--- config.mk ---
export PLATFORM = sky130hd
export DESIGN_NAME = mhd_stream_accumulator_flat
export DESIGN_NICKNAME = d
export VERILOG_FILES = /design/src/rtl/mhd_stream_accumulator_pkg.sv /design/src/rtl/mhd_stream_accumulator_if.sv /design/src/rtl/mhd_stream_accumulator_popcount.sv /design/src/rtl/mhd_stream_accumulator.sv /design/src/flat_wrapper.sv
export SDC_FILE = /design/constraint.sdc
export NUM_CORES = 1
export LEC_CHECK = 0
export BUFFER_PORTS_ARGS = -buffer_cell sky130_fd_sc_hd__buf_4
export CORE_MARGIN = 4
export CORE_UTILIZATION = 57
export DETAILED_ROUTE_END_ITERATION = 10
export PLACE_DENSITY = 0.95
export SYNTH_ARGS = -nofsm -noshare
export SYNTH_HDL_FRONTEND = slang
export SYNTH_HIERARCHICAL = 1
export SYNTH_SLANG_ARGS = --single-unit
--- constraint.sdc ---
create_clock -name clk -period 8.9 [get_ports clk]
set_input_delay 0.445 -clock clk [delete_from_list [all_inputs] [get_ports clk]]
set_output_delay 0.445 -clock clk [all_outputs]
set_load 0.01 [all_outputs]
--- src/rtl/mhd_stream_accumulator_pkg.sv ---
// Shared definitions for the Hamming-distance stream accumulator and its
// popcount cell.
package mhd_pkg;

    localparam int WIDTH_DEF = 64;
    localparam int CNT_W_DEF = 32;

    // Bits needed to hold a distance in 0..width inclusive.
    function automatic int hd_w(input int width);
        return $clog2(width + 1);
    endfunction

    typedef enum logic [1:0] {
        IDLE  = 2'd0,
        RUN   = 2'd1,
        DRAIN = 2'd2,
        DONE  = 2'd3
    } state_t;

endpackage

--- src/rtl/mhd_stream_accumulator_if.sv ---
// Valid/ready stream carrying one exact/approximate output pair per beat.
interface mhd_stream_accumulator_if
    import mhd_pkg::*;
#(
    parameter int WIDTH = WIDTH_DEF
) ();
    logic             in_valid;
    logic             in_ready;
    logic [WIDTH-1:0] a;
    logic [WIDTH-1:0] b;

    modport master (output in_valid, a, b, input in_ready);
    modport slave  (input in_valid, a, b, output in_ready);
endinterface

--- src/rtl/mhd_stream_accumulator_popcount.sv ---
// Combinational Hamming distance between two words; usable on its own as a
// miter deviation cell.
module hamming_popcount
    import mhd_pkg::*;
#(
    parameter  int WIDTH = WIDTH_DEF,
    localparam int HD_W  = hd_w(WIDTH)
) (
    input  logic [WIDTH-1:0] a,
    input  logic [WIDTH-1:0] b,
    output logic [HD_W-1:0]  hd
);

    logic [WIDTH-1:0] diff;

    assign diff = a ^ b;

    always_comb begin
        hd = '0;
        for (int i = 0; i < WIDTH; i++) begin
            hd = hd + HD_W'(diff[i]);
        end
    end

endmodule

--- src/rtl/mhd_stream_accumulator.sv ---
// Accumulates sum, maximum and nonzero-count of per-sample Hamming distances
// over a run of num_samples handshaked a/b pairs.
module mhd_stream_accumulator
    import mhd_pkg::*;
#(
    parameter  int WIDTH = WIDTH_DEF,
    parameter  int CNT_W = CNT_W_DEF,
    localparam int HD_W  = hd_w(WIDTH)
) (
    input  logic                  clk,
    input  logic                  rst,
    input  logic                  start,
    input  logic [CNT_W-1:0]      num_samples,
    mhd_stream_accumulator_if.slave strm,
    output logic                  busy,
    output logic                  done,
    output logic [CNT_W+HD_W-1:0] sum_hd,
    output logic [HD_W-1:0]       max_hd,
    output logic [CNT_W-1:0]      err_cnt
);

    state_t           state, state_n;
    logic [CNT_W-1:0] remaining;
    logic [HD_W-1:0]  hd, hd_q;
    logic             hd_v;
    logic             fire;
    logic             start_ok;

    hamming_popcount #(.WIDTH(WIDTH)) u_pop (
        .a  (strm.a),
        .b  (strm.b),
        .hd (hd)
    );

    // Ready depends only on registered state, never on in_valid.
    assign strm.in_ready = (state == RUN) && (remaining != '0);
    assign fire          = strm.in_valid && strm.in_ready;
    assign start_ok      = start && ((state == IDLE) || (state == DONE));
    assign busy          = (state == RUN) || (state == DRAIN);
    assign done          = (state == DONE);

    always_ff @(posedge clk) begin
        if (rst) state <= IDLE;
        else     state <= state_n;
    end

    always_comb begin
        state_n = state;
        case (state)
            IDLE, DONE: if (start) state_n = (num_samples == '0) ? DONE : RUN;
            RUN:        if (fire && (remaining == CNT_W'(1))) state_n = DRAIN;
            DRAIN:      state_n = DONE;
            default:    state_n = IDLE;
        endcase
    end

    always_ff @(posedge clk) begin
        if (rst) begin
            remaining <= '0;
            hd_q      <= '0;
            hd_v      <= 1'b0;
            sum_hd    <= '0;
            max_hd    <= '0;
            err_cnt   <= '0;
        end else begin
            hd_v <= fire;
            if (fire) begin
                hd_q      <= hd;
                remaining <= remaining - CNT_W'(1);
            end
            // Stage 1 is always empty when a start is accepted, so clearing wins.
            if (start_ok) begin
                remaining <= num_samples;
                sum_hd    <= '0;
                max_hd    <= '0;
                err_cnt   <= '0;
            end else if (hd_v) begin
                sum_hd  <= sum_hd + (CNT_W+HD_W)'(hd_q);
                err_cnt <= err_cnt + CNT_W'(hd_q != '0);
                if (hd_q > max_hd) max_hd <= hd_q;
            end
        end
    end

endmodule

--- src/flat_wrapper.sv ---
// flat-port wrapper written by rule: the top's interface ports become plain ports
module mhd_stream_accumulator_flat import mhd_pkg::*;
#(
    parameter  int WIDTH = WIDTH_DEF,
    parameter  int CNT_W = CNT_W_DEF,
    localparam int HD_W  = hd_w(WIDTH)
)
  (clk, rst, start, num_samples, busy, done, sum_hd, max_hd, err_cnt, strm_in_valid, strm_a, strm_b, strm_in_ready);
  mhd_stream_accumulator_if #(.WIDTH(WIDTH)) strm_i ();
  input  logic clk;
  input  logic rst;
  input  logic start;
  input  logic [CNT_W-1:0] num_samples;
  output logic busy;
  output logic done;
  output logic [CNT_W+HD_W-1:0] sum_hd;
  output logic [HD_W-1:0] max_hd;
  output logic [CNT_W-1:0] err_cnt;
  input wire logic [$bits(strm_i.in_valid)-1:0] strm_in_valid;
  input wire logic [$bits(strm_i.a)-1:0] strm_a;
  input wire logic [$bits(strm_i.b)-1:0] strm_b;
  output wire logic [$bits(strm_i.in_ready)-1:0] strm_in_ready;
  assign strm_i.in_valid = strm_in_valid;
  assign strm_i.a = strm_a;
  assign strm_i.b = strm_b;
  assign strm_in_ready = strm_i.in_ready;
  mhd_stream_accumulator #(.WIDTH(WIDTH), .CNT_W(CNT_W)) u_core (.clk(clk), .rst(rst), .start(start), .num_samples(num_samples), .strm(strm_i), .busy(busy), .done(done), .sum_hd(sum_hd), .max_hd(max_hd), .err_cnt(err_cnt));
endmodule
==> flow_summary.ini <==
[synth]
synthTopCellsByArea = dfxtp_1, fa_1, xnor2_1
synth_area_um2 = 8519
synthArstFlopShare_pct = 0
avgSynthCellArea_um2 = 8.774
ys_ff_latch = 120
synth_edf_count = 0
synth_cell_types = 62
ys_top_cells_by_count = dfxtp_1, inv_1, o21ai_0, fa_1, xnor2_1
syn-num-nets = 1225
ys.flop_type = dfxtp_1
yosys_warnings = 6
syn_inst = 971
synth_top_area_share_pct = 28.20
synth.most_common_cell = dfxtp_1
ys_seq_area_share_pct = 28.20
synth_top_area_cell = dfxtp_1

[worst_setup_path]
critical_path_class = input pin to flop
path_cells = buf_4 -> xor2_1 -> fa_1 -> inv_1 -> fa_1 -> inv_1 -> fa_1 -> fa_1 -> fa_1 -> fa_1 -> inv_1 -> fa_1 -> fa_1 -> inv_1 -> ha_1 -> fa_1 -> a211o_2 -> a21oi_1 -> o21bai_1 -> nand3_1 -> a21oi_1
critPathMaxStageDelay_ns = 0.54
endpoint_kind = flop
cp_common_cell = fa_1
crit_buf_inv = 5
crit_family = adder cells
startpoint_type = input pin
slowest_stage = fa_1
worstPathMaxFanout = 3
critical_path_required_ns = 9.20
cp.arrival_ns = 6.54

[layout]
fill_cells = 1028
area_delta_synth_final_pct = 30.78
drive_gt1_share_pct = 24.98
fin_cells = 1397
antenna_cells = 0
nets = 1454

[timing]
setup_viol = 0
setup_tns_ns = 0
grt_setup_unrepaired = false
clock.fmax_mhz = 160.3
min_period_ns = 6.237
period_share_pct = 70.08
finalHoldWorstSlack_ns = 0.3055
tightestPinTransition_ns = 1.203
maxSlewHeadroom_pct = 19.15
hold_violations = 0
slew_viol_final = 0
skew_ns = 0.007394

[global_routing]
grt_max_degree = 64
grt_use_met1_pct = 31.16
grt_pass1_vias = 8161
grt_overflow = 0
grt_first_pass_wirelength_um = 37060
met2_usage_pct = 48.61
busiest_layer = met2
grt_usage_pct = 26.97
antenna_found_initial = 0
grt_use_met3_pct = 5.690

[die]
fp.dieH_um = 130.3
die_w_um = 130.3
rows = 44
die-area_um2 = 16970
pin_count = 245
initial_core_util_pct = 58.40
core-area_um2 = 14590

[cts]
cts_tree = done
post_cts_resized = 0
clock_latency_ns = 0.41
cts_root_buffer = clkbuf_16
clock_path_buffers = 2
post-cts-setup-buffer-count = 0
cts_buffers = 17
cts_sinks = 120
cts_hold_buf = 0
cts_max_level = 4
path_clk_slew_ns = 0.06

[place]
globalplace.congestion = 0.8746
dp_hpwl_um = 17730
dp_cells = 1365
port_buffers = 244

[outcome]
status = finished clean

[drt]
via_per_inst = 5.891
wl_um = 23040
wl_per_cell_um = 16.49
drcViolationCount = 0
ant_nets = 0
drt_iter0_drc = 606
vias = 8230
firstDrtPassIters = 6

[min_path]
worstHoldPathType = input pin to flop

[flow_run]
maxCapViolCount = 0
final cells by class:
class	instances	area, um2	area share [%]
inverter	88	330.3	2.965
multi-input combinational	723	5628	50.51
timing repair buffer	250	1877	16.84
clock inverter	14	245.2	2.201
tap	184	230.2	2.066
clock buffer	18	429.2	3.852
sequential	120	2402	21.56
per-layer routing:
metal,up-vias,wire length [um],part of all wire [%]
met4,0,708,3.1
met1,3919,8709,38
li1,3924,-,-
met5,-,0,0
met3,52,1603,7.0
met2,335,12020,52
logic make-up after synthesis:
group	Yosys count	share of synthesized area, %
xor+xnor	106	10.90
flops	120	28.20
mux	13	1.527
buf+inv	128	5.904
simple gates	307	20.60
fa+ha+maj	90	18.06
compound gates	207	14.80
cells in the final DEF (no fill, tap or decap), drive strengths merged, types with 27 or more instances in the layout:
cell type,synthesis,final
ha,35,35
nor2,54,54
inv,88,90
or3,33,33
nand2,45,45
dfxtp,120,120
o31ai,31,31
xnor2,55,55
buf,8,250
a21oi,47,47
o21ai,72,72
fa,55,55
nand3,28,28
xor2,51,51
a31oi,27,27
or4,35,35
through the flow:
| stage | instance area, um2 | util (%) | setup slack, ns |
|---|---|---|---|
| 4_1_cts | 11140 | 76.37 | 2.664 |
| 3_3_place_gp | 10470 | 71.75 | 2.412 |
| 3_5_place_dp | 10470 | 71.75 | 2.214 |
| 5_1_grt | 11140 | 76.37 | 2.390 |
| 2_1_floorplan | 8519 | - | 2.637 |
| 6_report | 11140 | 76.37 | 2.663 |
final timing paths:
check | start | end | slack (ns) | cells past startpoint
setup / recovery | strm_b[17] | u_core/hd_q[6] | 2.66 | 21
hold reg to reg | u_core/max_hd[5] | u_core/max_hd[5] | 0.48 | 2
hold / removal | num_samples[1] | u_core/remaining[1] | 0.31 | 3
setup reg to reg | u_core/remaining[17] | u_core/remaining[10] | 6.22 | 6
worst reg2reg max path: cells and delay by family, from the launching register on:
family	cells	cell delay [ns]
compound gates	3	0.87
flops	1	0.33
simple gates	2	1.10
buf+inv	1	0.31
sequential cells by signal (all words and copies together) (netlist names):
| signal | cells |
|---|---|
| u_core/sum_hd | 39 |
| u_core/err_cnt | 32 |
| u_core/remaining | 32 |
| u_core/hd_q | 7 |
| u_core/max_hd | 7 |
| u_core/state | 2 |
| u_core/hd_v | 1 |
Power is not shown: default switching activity piles up to over one toggle a cycle in this logic, so the estimate is an artifact.
